--- src/rtl/alu_arbiter.sv ---
// Two-requester arbiter in front of one shared combinational ALU: IDLE -> EXEC -> RESP.
// Define ALU_ARB_RR_EN for round-robin tie breaking; otherwise requester 0 has fixed priority.
module alu_arbiter #(
  parameter int WIDTH = 32
) (
  input  logic             Clk,
  input  logic             Reset_n,
  input  logic             Req0,
  input  logic             Req1,
  input  logic [WIDTH-1:0] A0,
  input  logic [WIDTH-1:0] B0,
  input  logic [WIDTH-1:0] A1,
  input  logic [WIDTH-1:0] B1,
  input  logic [3:0]       Ctr0,
  input  logic [3:0]       Ctr1,
  output logic             Gnt0,
  output logic             Gnt1,
  output logic             Done0,
  output logic             Done1,
  output logic [WIDTH-1:0] Res,
  output logic             ZeroOut,
  output logic             Busy,
  output logic [WIDTH-1:0] AluIn1,
  output logic [WIDTH-1:0] AluIn2,
  output logic [3:0]       AluCtr,
  input  logic [WIDTH-1:0] AluRes,
  input  logic             AluZero
);

  typedef enum logic [1:0] {IDLE = 2'd0, EXEC = 2'd1, RESP = 2'd2} state_t;

  state_t           state_reg, state_next;
  logic [WIDTH-1:0] a_reg, b_reg, res_reg;
  logic [3:0]       ctr_reg;
  logic             idx_reg, zero_reg;
  logic             sel;
  logic             accept;

  assign accept = (state_reg == IDLE) && (Req0 || Req1);

`ifdef ALU_ARB_RR_EN
  logic last_reg;

  // On a tie, hand the ALU to whoever did not get it last.
  always_comb begin
    if (Req0 && Req1) sel = ~last_reg;
    else              sel = ~Req0;
  end

  always_ff @(posedge Clk or negedge Reset_n) begin
    if (!Reset_n)    last_reg <= 1'b1;
    else if (accept) last_reg <= sel;
  end
`else
  always_comb sel = ~Req0;
`endif

  always_ff @(posedge Clk or negedge Reset_n) begin
    if (!Reset_n) state_reg <= IDLE;
    else          state_reg <= state_next;
  end

  always_comb begin
    state_next = state_reg;
    case (state_reg)
      IDLE:    if (Req0 || Req1) state_next = EXEC;
      EXEC:    state_next = RESP;
      RESP:    state_next = IDLE;
      default: state_next = IDLE;
    endcase
  end

  always_comb begin
    Gnt0  = 1'b0;
    Gnt1  = 1'b0;
    Done0 = 1'b0;
    Done1 = 1'b0;
    Busy  = (state_reg != IDLE);
    if (state_reg == EXEC) begin
      Gnt0 = ~idx_reg;
      Gnt1 = idx_reg;
    end
    if (state_reg == RESP) begin
      Done0 = ~idx_reg;
      Done1 = idx_reg;
    end
  end

  always_ff @(posedge Clk or negedge Reset_n) begin
    if (!Reset_n) begin
      a_reg    <= '0;
      b_reg    <= '0;
      ctr_reg  <= '0;
      idx_reg  <= 1'b0;
      res_reg  <= '0;
      zero_reg <= 1'b0;
    end else begin
      if (accept) begin
        a_reg   <= sel ? A1 : A0;
        b_reg   <= sel ? B1 : B0;
        ctr_reg <= sel ? Ctr1 : Ctr0;
        idx_reg <= sel;
      end
      if (state_reg == EXEC) begin
        res_reg  <= AluRes;
        zero_reg <= AluZero;
      end
    end
  end

  assign AluIn1  = a_reg;
  assign AluIn2  = b_reg;
  assign AluCtr  = ctr_reg;
  assign Res     = res_reg;
  assign ZeroOut = zero_reg;

endmodule

--- config.mk ---
export PLATFORM = sky130hd
export DESIGN_NAME = alu_arbiter
export DESIGN_NICKNAME = d
export VERILOG_FILES = /design/src/rtl/alu_arbiter.sv
export SDC_FILE = /design/constraint.sdc
export NUM_CORES = 1
export LEC_CHECK = 0
export CAP_MARGIN = 20
export CORE_ASPECT_RATIO = 0.75
export CORE_MARGIN = 3
export CORE_UTILIZATION = 41
export DETAILED_ROUTE_END_ITERATION = 10
export GPL_ROUTABILITY_DRIVEN = 1
export PLACE_DENSITY = 0.86
export SETUP_SLACK_MARGIN = 0.02
export SYNTH_ARGS = -nofsm -noshare
export SYNTH_HDL_FRONTEND = slang
export SYNTH_SLANG_ARGS = --single-unit
export TNS_END_PERCENT = 10
--- constraint.sdc ---
create_clock -name Clk -period 3.1 [get_ports Clk]
set_input_delay 0.465 -clock Clk [delete_from_list [all_inputs] [get_ports Clk]]
set_output_delay 0.465 -clock Clk [all_outputs]
set_load 0.02 [all_outputs]
==> results.py <==
metrics = {
    "worst_setup_path": {
        "end_kind": "primary output",
        "crit_fanout": 35,
        "ff2ff_setup_slack_ns": 1.10,
        "crit-reg2reg-launch": "state_reg[1]$_DFFE_PN0P_",
        "start_kind": "register",
        "reg2reg_depth": 4,
        "r2r-end": "AluIn2[14]$_DFFE_PN0P_",
        "required_ns": 2.63,
        "critPathArrivalTime_ns": 2.00,
        "path_class": "reg2out",
    },
    "clock_tree": {
        "clk_latency_ns": 0.33,
        "clkTransAtPathRegs_ns": 0.07,
        "cts.sinks": 104,
        "cts_buffers": 9,
        "cts_setup_buffers": 0,
        "ctsHoldBuffers": 0,
        "htreeDepth": 3,
        "cts_resized": 0,
        "cts_buffer_depth": 2,
        "clock-root-buffer": "clkbuf_16",
        "cts_tree": "done",
    },
    "timing": {
        "rsz0062_at_grt": "no",
        "fin_tns_setup_ns": 0,
        "period_share": 0.795,
        "layout_min_cycle_time_ns": 2.46,
        "fin_ws_ns": 0.636,
        "finalSetupViolCount": 0,
        "finalHoldViolCount": 0,
        "fmax_mhz": 406,
        "slew_viol_final": 0,
        "finClkSkew_ns": 0.00897,
        "whs_ns": 0.158,
        "tightest_slew_ns": 0.661,
        "slew_headroom": 0.559,
    },
    "global_route": {
        "grt_use_total": 0.200,
        "antenna_found_initial": 0,
        "grt_overflow": 0,
        "grt_max_degree": 70,
        "grt_pass1_wl_um": 20200,
        "grt_pass1_vias": 4001,
    },
    "routing": {
        "dr.first_iter.drc_count": 101,
        "wl_met1_um": 4900,
        "routed_wl_um": 13300,
        "dr_wl_met2_um": 7130,
        "viasPerCell": 4.83,
        "dr_wl_met3_um": 1060,
        "drtPass1Iterations": 4,
        "top_layer": "met4",
        "wl_per_cell_um": 16.8,
        "vias": 3808,
        "drc_errors": 0,
        "antenna_left": 0,
    },
    "power": {
        "power.density_mw_per_mm2": 976,
        "total_power_mw": 7.77,
        "peakVddDrop_mv": 0.546,
        "p_leak_nw": 3.39,
    },
    "yosys": {
        "netlist_area_mm2": 0.00473,
        "synth_top_area_frac": 0.550,
        "yosysTopAreaCell": "dfrtp_1",
        "avgSynthCellArea_um2": 12.7,
        "synth_nets": 546,
        "yosys_warnings": 0,
        "synth_cell_types": 16,
        "yosys_register_bits": 104,
        "netlist_instances": 373,
        "yosysSeqAreaShare": 0.550,
        "synth.area.top_cells": "dfrtp_1 55%, mux2_2 30%, nand2_1 7.9%, mux2_4 2.9%, buf_6 1.2%",
    },
    "layout": {
        "instances_no_fill": 789,
        "final_util": 0.717,
        "diodes": 0,
        "drive_gt1_frac": 0.247,
        "area_delta_synth_final_pct": 68.1,
        "design_area_mm2": 0.00796,
        "fin_nets": 817,
    },
    "place": {
        "place_area_mm2": 0.00763,
        "dp_hpwl_um": 10400,
        "portBuffers": 278,
        "place_congestion": 0.738,
        "place_inst": 773,
        "post-place-ws_ns": 0.825,
    },
    "die": {
        "ioPinCount": 279,
        "fp.dieH_um": 99.1,
        "start_util": 0.426,
        "dieArea_mm2": 0.0129,
        "fp.dieW_um": 130,
        "row_count": 33,
        "coreArea_mm2": 0.0111,
    },
    "job": {
        "drv_cap": 0,
    },
    "hold_path": {
        "min_path_type": "in2async",
    },
    "run_status": {
        "outcome": "finished, final reports clean",
    },
}
-- layout by cell type (no fill, tap or decap) --
cell type,instances
clkdlybuf4s50_1,276
mux2_2,127
dfrtp_1,104
nand2_1,99
mux2_4,9
clkbuf_16,9
inv_6,4
buf_4,3
buf_12,3
nor2_1,2
a21oi_1,2
bufinv_16,2
inv_1,1
and3b_1,1
nor3b_1,1
nand2b_1,1
clkinv_1,1
and2_1,1
o21a_4,1
clkinv_2,1
buf_2,1
-- per-layer routing --
| layer | GRT usage | up-vias |
|---|---|---|
| li1 | - | 1799 |
| met1 | 0.221 | 1830 |
| met2 | 0.377 | 161 |
| met3 | 0.0547 | 18 |
| met4 | 0.0503 | 0 |
| met5 | 0 | - |
-- cell type report --
type / count / area [µm²]
clock buffers: 9 / 225
inverters: 2 / 7.51
repair buffers: 283 / 2850
flip-flops and latches: 104 / 2600
fillers: 779 / 3150
multi-input cells: 244 / 2000
clock inverters: 7 / 100
well taps: 140 / 175
-- logic make-up (layout without fill, tap and decap cells) --
| kind of cell | Yosys count | after routing | share of synthesized area |
|---|---|---|---|
| AOI/OAI and AO/OA | 3 | 3 | 0.00370 |
| buffers and inverters | 25 | 301 | 0.0296 |
| DFF | 104 | 104 | 0.550 |
| muxes | 136 | 136 | 0.331 |
| and+or+nand+nor | 105 | 105 | 0.0862 |
-- critical path, cell delays in order (launching register included) --
cell and delay (ns):
dfrtp_1 0.41, nand2b_1 0.08, buf_4 0.33, clkinv_1 0.13, and2_1 0.18, clkdlybuf4s50_1 0.53
-- worst max-delay path by stage --
stage	slack (ns)	cells after the start	end	from
final	0.64	5	Gnt1	state_reg[0]$_DFFE_PN0P_
after global routing	0.48	5	Gnt1	state_reg[0]$_DFFE_PN0P_
after CTS	0.62	5	Gnt1	state_reg[0]$_DFFE_PN0P_
after detailed placement	0.82	4	AluIn2[2]$_DFFE_PN0P_	Req1
after global placement	0.88	4	AluIn1[18]$_DFFE_PN0P_	Req1
after floorplan	1.47	4	AluCtr[0]$_DFFE_PN0P_	Req0
-- synthesized netlist by cell type --
cell      number
a21oi_1        2
and2_1         1
and3b_1        1
buf_2          7
buf_6          5
clkbuf_1      11
clkinv_1       1
dfrtp_1      104
inv_1          1
mux2_2       127
mux2_4         9
nand2_1       99
nand2b_1       1
nor2_1         2
nor3b_1        1
o21a_1         1
-- power breakdown --
part | leakage [nW] | switching (mW) | internal, mW
Combinational | 2.00 | 1.97 | 2.15
Sequential | 1.24 | 0.373 | 2.06
Clock | 0.161 | 0.498 | 0.718
Note: power is estimated with default switching activity, not from simulation.
